<file path="config.mk">
export PLATFORM = sky130hd
export DESIGN_NAME = ov7670_frame_writer
export DESIGN_NICKNAME = d
export VERILOG_FILES = /design/src/rtl/ov7670_frame_writer.sv
export SDC_FILE = /design/constraint.sdc
export NUM_CORES = 1
export LEC_CHECK = 0
export BUFFER_PORTS_ARGS = -buffer_cell sky130_fd_sc_hd__buf_2
export CELL_PAD_IN_SITES_DETAIL_PLACEMENT = 1
export CELL_PAD_IN_SITES_GLOBAL_PLACEMENT = 1
export CORE_MARGIN = 1.5
export CORE_UTILIZATION = 27
export DETAILED_ROUTE_END_ITERATION = 16
export PLACE_DENSITY = 0.57
export SYNTH_ARGS = -nofsm -noshare
export SYNTH_HDL_FRONTEND = slang
export SYNTH_SLANG_ARGS = --single-unit
export TNS_END_PERCENT = 30
</file>
<file path="constraint.sdc">
create_clock -name CLK -period 2.2 [get_ports CLK]
set_input_delay 0.33 -clock CLK [delete_from_list [all_inputs] [get_ports CLK]]
set_output_delay 0.33 -clock CLK [all_outputs]
set_load 0.01 [all_outputs]
</file>
<file path="src/rtl/ov7670_frame_writer.sv">
// ov7670_frame_writer: OV7670 RGB565 capture -> RGB332 frame-buffer writes at y*SCREEN_WIDTH+x
// Ports: CLK system clock (>= 4x CAM_PCLK); RESET_N async active-low reset;
//        CAM_PCLK/CAM_HREF/CAM_VSYNC/CAM_DATA raw camera bus (asynchronous to CLK);
//        W_EN/W_ADDR/W_DATA one-cycle pixel write; FRAME_DONE end-of-frame pulse;
//        FRAME_ERR short line/frame flag for the last completed frame.
// Option: define TEST_PATTERN_EN to replace camera pixels with 8 colour bars (x/22).
module ov7670_frame_writer #(
    parameter int SCREEN_WIDTH  = 176,
    parameter int SCREEN_HEIGHT = 144,
    parameter int ADDR_W        = 15
) (
    input  logic              CLK,
    input  logic              RESET_N,
    input  logic              CAM_PCLK,
    input  logic              CAM_HREF,
    input  logic              CAM_VSYNC,
    input  logic [7:0]        CAM_DATA,
    output logic              W_EN,
    output logic [ADDR_W-1:0] W_ADDR,
    output logic [7:0]        W_DATA,
    output logic              FRAME_DONE,
    output logic              FRAME_ERR
);
    localparam int XW = $clog2(SCREEN_WIDTH + 1);
    localparam int YW = $clog2(SCREEN_HEIGHT + 2);
    localparam logic [XW-1:0]     X_MAX     = XW'(SCREEN_WIDTH);
    localparam logic [YW-1:0]     Y_MAX     = YW'(SCREEN_HEIGHT);
    localparam logic [YW-1:0]     Y_SAT     = YW'(SCREEN_HEIGHT + 1);
    localparam logic [ADDR_W-1:0] LINE_STEP = ADDR_W'(SCREEN_WIDTH);

    typedef enum logic {WAIT_FRAME, CAPTURE} state_t;

    state_t state_q, state_d;
    logic [2:0] pclk_q, href_q, vsync_q;
    logic [7:0] data1_q, data2_q;
    logic [XW-1:0] x_q, x_d;
    logic [YW-1:0] y_q, y_d;
    logic [ADDR_W-1:0] addr_q, addr_d, line_q, line_d, waddr_d;
    logic [5:0] hi_q, hi_d;
    logic phase_q, phase_d, err_q, err_d;
    logic wen_d, done_d, ferr_d;
    logic [7:0] wdata_d, pix;
    logic pclk_rise, href_fall, vsync_rise, vsync_fall;

    // bit 1 is the second synchroniser stage, bit 2 the edge-detect stage
    assign pclk_rise  = pclk_q[1] & ~pclk_q[2];
    assign href_fall  = href_q[2] & ~href_q[1];
    assign vsync_rise = vsync_q[1] & ~vsync_q[2];
    assign vsync_fall = vsync_q[2] & ~vsync_q[1];

`ifdef TEST_PATTERN_EN
    localparam logic [63:0] BARS = {8'h00, 8'hFF, 8'h1F, 8'hE3, 8'hFC, 8'h03, 8'h1C, 8'hE0};
    logic [XW-1:0] bar;
    logic [2:0] bar_sel;
    assign bar     = x_q / XW'(22);
    assign bar_sel = (bar > XW'(7)) ? 3'd7 : bar[2:0];
    assign pix     = BARS[{bar_sel, 3'b000} +: 8];
`else
    assign pix = {hi_q, data2_q[4:3]};
`endif

    always_ff @(posedge CLK or negedge RESET_N) begin
        if (!RESET_N) begin
            state_q    <= WAIT_FRAME;
            pclk_q     <= '0;
            href_q     <= '0;
            vsync_q    <= '0;
            data1_q    <= '0;
            data2_q    <= '0;
            x_q        <= '0;
            y_q        <= '0;
            addr_q     <= '0;
            line_q     <= '0;
            hi_q       <= '0;
            phase_q    <= 1'b0;
            err_q      <= 1'b0;
            W_EN       <= 1'b0;
            W_ADDR     <= '0;
            W_DATA     <= '0;
            FRAME_DONE <= 1'b0;
            FRAME_ERR  <= 1'b0;
        end else begin
            state_q    <= state_d;
            pclk_q     <= {pclk_q[1:0], CAM_PCLK};
            href_q     <= {href_q[1:0], CAM_HREF};
            vsync_q    <= {vsync_q[1:0], CAM_VSYNC};
            data1_q    <= CAM_DATA;
            data2_q    <= data1_q;
            x_q        <= x_d;
            y_q        <= y_d;
            addr_q     <= addr_d;
            line_q     <= line_d;
            hi_q       <= hi_d;
            phase_q    <= phase_d;
            err_q      <= err_d;
            W_EN       <= wen_d;
            W_ADDR     <= waddr_d;
            W_DATA     <= wdata_d;
            FRAME_DONE <= done_d;
            FRAME_ERR  <= ferr_d;
        end
    end

    always_comb begin
        state_d = state_q;
        if (state_q == WAIT_FRAME && vsync_fall) state_d = CAPTURE;
        if (state_q == CAPTURE && vsync_rise) state_d = WAIT_FRAME;
    end

    always_comb begin
        x_d     = x_q;
        y_d     = y_q;
        addr_d  = addr_q;
        line_d  = line_q;
        hi_d    = hi_q;
        phase_d = phase_q;
        err_d   = err_q;
        wen_d   = 1'b0;
        waddr_d = W_ADDR;
        wdata_d = W_DATA;
        done_d  = 1'b0;
        ferr_d  = FRAME_ERR;
        if (state_q == WAIT_FRAME) begin
            if (vsync_fall) begin
                x_d     = '0;
                y_d     = '0;
                addr_d  = '0;
                line_d  = '0;
                phase_d = 1'b0;
                err_d   = 1'b0;
            end
        end else begin
            if (pclk_rise && href_q[1]) begin
                phase_d = ~phase_q;
                if (!phase_q) hi_d = {data2_q[7:5], data2_q[2:0]};
                else if (x_q < X_MAX) begin
                    // x saturates at the line width so overlong lines stop writing
                    x_d = x_q + 1'b1;
                    if (y_q < Y_MAX) begin
                        wen_d   = 1'b1;
                        waddr_d = addr_q;
                        wdata_d = pix;
                        addr_d  = addr_q + 1'b1;
                    end
                end
            end
            // line end is resolved before a coincident frame end so its y/err count
            if (href_fall) begin
                phase_d = 1'b0;
                if (x_q != '0) begin
                    err_d = err_q | (x_q != X_MAX);
                    y_d   = (y_q == Y_SAT) ? y_q : y_q + 1'b1;
                    x_d   = '0;
                    if (y_q < Y_MAX) begin
                        line_d = line_q + LINE_STEP;
                        addr_d = line_q + LINE_STEP;
                    end
                end
            end
            if (vsync_rise) begin
                done_d = 1'b1;
                ferr_d = err_d | (y_d != Y_MAX);
            end
        end
    end
endmodule

</file>
Yosys cells after proc, flatten, opt, wreduce, memory -nomap -nowiden:

Index checks and enable logic that the tools add are counted.

* bits in registers: 106
* logic and storage cells: 96
* output and inout port bits: 26

* bitwise operators: 12
* reduce and logical (&&, ||, !) cells: 11
* multiplexer cells: 42
* eq/ne operators: 7
* add/sub/neg operators: 4
* $lt $le $gt $ge: 2

Operators by type and width (count)
* 15-bit two-way mux: 13
* 8-bit two-way mux: 12
* 1-bit two-way mux: 17
* 8-bit by 1-bit adder with 8-bit output (second input constant): 2
* 8-bit < comparator (second input constant): 2
* 8-bit != test (second input constant): 2
* 15-bit by 1-bit adder with 15-bit output (second input constant): 1
* 15-bit by 8-bit adder with 15-bit output (second input constant): 1
* 8-bit == test (second input constant): 1
* 8-bit nonzero test: 1
* 2-bit by 1-bit != test with 1-bit output (second input constant): 3
* 1-bit inverter: 6
* 5-bit AND reduction: 1
* 1-bit AND: 4
* 2-bit AND reduction: 2
* 4-bit AND reduction: 1
* 2-bit nonzero test: 2
* 1-bit logical AND: 3
* 3-bit by 1-bit != test with 1-bit output (second input constant): 1
* 3-bit AND reduction: 1
* 1-bit OR: 2

Logic depth before layout (Yosys ltp):

* depth after elaboration: 9
* mapped depth: 8
* depth with buffers taken out: 7

Worst setup path before layout:

Ideal clock, no wire load.

* path type: reg2reg
* start: register y_q[1]
* end: register y_q[5]
* stages on the path, launching flop included: 8
* path slack: 178 ps
* clock period less this slack: 2022 ps
* arrival: 1901 ps
* data required time: 2079 ps
* buffers on the path: 0
* cells stage by stage: dfrtp_1 -> inv_1 -> ha_1 -> or3b_2 -> or3_1 -> a211oi_1 -> a21oi_1 -> a22o_1

* word-level cells in the longest chain between the ends: 6
* elaborated cells on any way between the ends: 7
* classes of those cells: 1 x add/sub; 1 x eq/ne; 5 x mux

Ends and longest elaborated chain
* start: declaration: RTL line 37 `logic [YW-1:0] y_q, y_d;`
* start signal: assignment: RTL line 90 `y_q <= y_d;`
* 8-bit by 1-bit adder with 8-bit output or 8-bit == test (tied branches): RTL line 152 `y_d = (y_q == Y_SAT) ? y_q : y_q + 1'b1;`
* 8-bit two-way mux *: RTL line 152
* 8-bit two-way mux *: RTL line 150 `if (x_q != '0) begin`
* 8-bit two-way mux *: RTL line 148 `if (href_fall) begin`
* 8-bit two-way mux * (2 in a row): RTL line 123 `if (state_q == WAIT_FRAME) begin`

Every way passes the cells marked *; elsewhere a longest branch is shown, timed or not. The select of a mux whose other input is x is not followed.
A chain may end at the register's enable or synchronous reset.

Worst setup path after layout:

* start: register x_q[1]
* end: register FRAME_ERR

* word-level cells in the longest chain between the ends: 6
* elaborated cells on any way between the ends: 11
* classes of those cells: 2 x eq/ne; 6 x mux; 2 x bitwise; 1 x reduce/logical

Ends and longest elaborated chain
* start: declaration: RTL line 36 `logic [XW-1:0] x_q, x_d;`
* start signal: assignment: RTL line 70 `x_q <= '0;`
* start signal: assignment: RTL line 89 `x_q <= x_d;`
* 8-bit nonzero test or 8-bit != test (tied branches): RTL line 150, 151
* 8-bit two-way mux or 1-bit OR (tied branches): RTL line 150, 151
* 8-bit two-way mux or 1-bit two-way mux (tied branches): RTL line 148, 150
* 8-bit two-way mux or 1-bit two-way mux (tied branches): RTL line 123, 148
* 8-bit != test or 1-bit two-way mux (tied branches): RTL line 162, 123
* 1-bit OR *: RTL line 162 `ferr_d = err_d | (y_d != Y_MAX);`
* end signal: assignment: RTL line 100 `FRAME_ERR <= ferr_d;`
* end: declaration: RTL line 22 `output logic FRAME_ERR`

Marked as above.

==> metrics.txt <==
outcome complete, no violations; Sum Neg Setup Slack 0 ps; clock root buffer clkbuf_16; CP Capture Type flop; Worst Hold Launch CAM_DATA[4]; Setup violations, final 0; Slew @ Worst Pin 618 ps; Starting DRT DRC Count 96; Arrival @ worst endpoint between 2000 and 2500 ps; GRT Total Usage 0.149; r2r startpoint x_q[1]$_DFFE_PN0P_; Starting Density 0.279; critical path, cell by cell inv_1, ha_1, or4b_4, o21ai_4, mux2i_1, a2111oi_2, a31oi_1; CORE AREA between 15000 and 20000 sq um; Remaining DRCs 0; first-pass GRT wire length between 20 and 25 mm; Die Y-Extent 137 microns; drt first pass iters 4; GR Overflow Total 0; top cells by area, synth dfrtp_1 (53%), mux2_2 (6.3%), nand2_1 (2.8%), o21ai_0 (2.3%), nand3_1 (2.2%); Yosys top cell by area dfrtp_1; RSZ-0062 raised after global routing true; Slew Viols, Final 0; vias in the first global route between 3000 and 4000; area delta synth->final 21.0%; row count 48; vias post-DR between 3000 and 4000; vias per cell ~5; # IOs 39; Clock H-tree levels 3; later-pin clock latency in the skew report between 300 and 400 ps; Post-Syn Instances around 440; Max-slew headroom 0.586; share of cells above drive strength 1 0.288; Clock transition at path regs ~80 ps; power density cells 693 nW/um^2; Yosys top cell area share 0.526; average size of a mapped cell ~11 sq um; CTS buffer count 9; post-synthesis cell type count 77; Peak VDD IR 0.305 mV; Antenna Cells 0; crit-path max FO 7; wire per inst ~17 microns; Top FF cell, synth dfrtp_1; Final HPWL DP between 9 and 10 mm; clk buf depth 2; CP Class reg2reg; Required @ worst endpoint 2430 ps; placed inst area roughly 5500 sq um; post-synthesis async set-or-reset flop share 1.00; Worst Clk Skew approximately 9.3 ps; worst setup path start x_q[1]$_DFFE_PN0P_; largest net degree at the start of global routing 40; final period utilization 0.982; placed cells 718; Leakage between 2 and 3 nW; Warnings, synthesis 0; worst hold path type in2reg; port bufs 38; max_cap viols 0; Critical Path Max Stage Delay between 500 and 600 ps; post-route antenna net violation count 0; Routability Congestion approximately 0.8; Seq/Total Area, Yosys 0.526; Slowest-stage cell, CP or4b_4; final design area excluding fillers 5880 sq um; clk sink count between 100 and 150; FF+latch count, synth 102; drt total wl 12.8 mm; crit path time final around 2200 ps; fmax 463 MHz; initial antenna violation count 0; Post-synth EDFFs 0; Post-Syn Nets between 400 and 500; Finished Layout Cells 738; synthesized area 4860 sq um; Final Hold Fails 0; Worst setup SP type flop; die width around 140 microns; DIE AREA between 15000 and 20000 sq um; final net count approximately 530; CTS tree done
-- synth_stat cells (2+ instances only) --
| cell type | instances |
|---|---|
| nand4_1 | 4 |
| nor3_1 | 7 |
| clkbuf_8 | 2 |
| ha_1 | 6 |
| o2111ai_1 | 2 |
| a22o_1 | 8 |
| or3_2 | 2 |
| nand4b_1 | 2 |
| and3_2 | 2 |
| and2_1 | 3 |
| a21o_1 | 11 |
| a21oi_1 | 20 |
| mux2i_1 | 6 |
| a31oi_1 | 5 |
| buf_1 | 3 |
| inv_1 | 22 |
| o21bai_1 | 2 |
| nor2_1 | 20 |
| clkbuf_1 | 8 |
| buf_2 | 4 |
| a211oi_1 | 3 |
| o21a_1 | 2 |
| o22ai_1 | 4 |
| dfrtp_1 | 102 |
| a41oi_1 | 2 |
| mux2_2 | 27 |
| and3_1 | 4 |
| a211o_1 | 3 |
| nor3_2 | 2 |
| nand3_1 | 21 |
| o21ai_0 | 22 |
| or2_2 | 4 |
| nor4_1 | 6 |
| xor2_1 | 4 |
| or3_1 | 8 |
| xnor2_1 | 11 |
| nand2_1 | 36 |
| nand2b_1 | 2 |
| o2bb2ai_1 | 2 |
-- critical path: cells and delay by family, from the launching register on --
family                   cells  cell delay (ps)
AND/OR/NAND/NOR              1              510
flip-flops                   1              390
buffers and inverters        1               60
adder cells (fa/ha/maj)      1              140
multiplexers                 1              140
AO/OA/AOI/OAI                3              780
-- what timing repair did --
action / CTS / global route
endpoints found under the setup margin: 1 / 24
hold endpoints to repair: 37 / 0
gates resized for setup: 2 / 6
hold buffers: 1 / 0
setup buffers: 0 / 3
pin swaps: 0 / 4
-- state kept, by name, summed over array words and instances, names as in the netlist --
register	cells
FRAME_DONE	1
FRAME_ERR	1
W_ADDR	15
W_DATA	8
W_EN	1
addr_q	15
data1_q	8
data2_q	8
err_q	1
hi_q	6
href_q	3
line_q	11
pclk_q	3
phase_q	1
state_q	1
vsync_q	3
x_q	8
y_q	8
-- layout by cell type (no fill, tap or decap), types with 6 or more instances in the layout --
| cell type | synthesis | routed |
|---|---|---|
| dfrtp_1 | 102 | 101 |
| buf_2 | 4 | 37 |
| nand2_1 | 36 | 35 |
| buf_4 | 1 | 33 |
| mux2_2 | 27 | 27 |
| inv_1 | 22 | 22 |
| o21ai_0 | 22 | 22 |
| nand3_1 | 21 | 21 |
| a21oi_1 | 20 | 20 |
| nor2_1 | 20 | 19 |
| a21o_1 | 11 | 11 |
| xnor2_1 | 11 | 11 |
| clkbuf_16 | 0 | 9 |
| a22o_1 | 8 | 8 |
| nor3_1 | 7 | 7 |
| or3_1 | 8 | 7 |
| mux2i_1 | 6 | 6 |
| ha_1 | 6 | 6 |
-- where the power goes --
group	switching (mW)	internal [mW]	total, mW
Clock	0.839	0.829	1.67
Sequential	0.0525	1.97	2.03
Combinational	0.222	0.160	0.381
Total	1.11	2.96	4.08
-- metrics by stage --
stage,utilization,total power [mW],hold WS [ps],setup slack (ps)
5_1_grt,0.338,4.27,50.3,-64.3
3_3_place_gp,0.316,2.43,334,-16.7
3_5_place_dp,0.316,2.45,336,2.89
2_1_floorplan,-,2.25,34.4,178
4_1_cts,0.335,4.15,49.3,6.83
6_report,0.338,4.08,66.1,38.5
-- cell type report --
type / instances / area [sq um]
Tap cell: 225 / 282
Clock inverter: 7 / 93.8
Multi-Input combinational cell: 299 / 2140
Timing Repair Buffer: 74 / 503
Sequential cell: 102 / 2550
Clock buffer: 9 / 225
Inverter: 22 / 82.6
Fill cell: 1939 / 11500
-- cells by family after synthesis --
family | synth area share
xor gates and xnor gates | 0.0270
adders and majority gates | 0.0155
and+or+nand+nor | 0.156
DFF | 0.526
buffers and inverters | 0.0392
AOI/OAI and AO/OA | 0.162
muxes | 0.0750
-- worst paths after layout --
kind,depth (start not counted),slack (ps),to
worst max-delay path,7,40,FRAME_ERR$_DFFE_PN0P_
worst min register to register,0,350,data2_q[7]$_DFF_PN0_
min in group asynchronous,2,500,vsync_q[1]$_DFF_PN0_
worst max register to register,7,40,FRAME_ERR$_DFFE_PN0P_
worst min-delay path,1,70,data1_q[4]$_DFF_PN0_
max in group asynchronous,3,1100,W_ADDR[14]$_DFFE_PN0P_
-- routing by layer --
metal / track usage / vias up / wire length (microns)
met5: 0 / - / 0
met4: 0.0579 / 0 / 194
met1: 0.204 / 1904 / 6130
met3: 0.0226 / 12 / 359
met2: 0.237 / 53 / 6150
li1: - / 1742 / -
(Power assumes the default switching activity.)
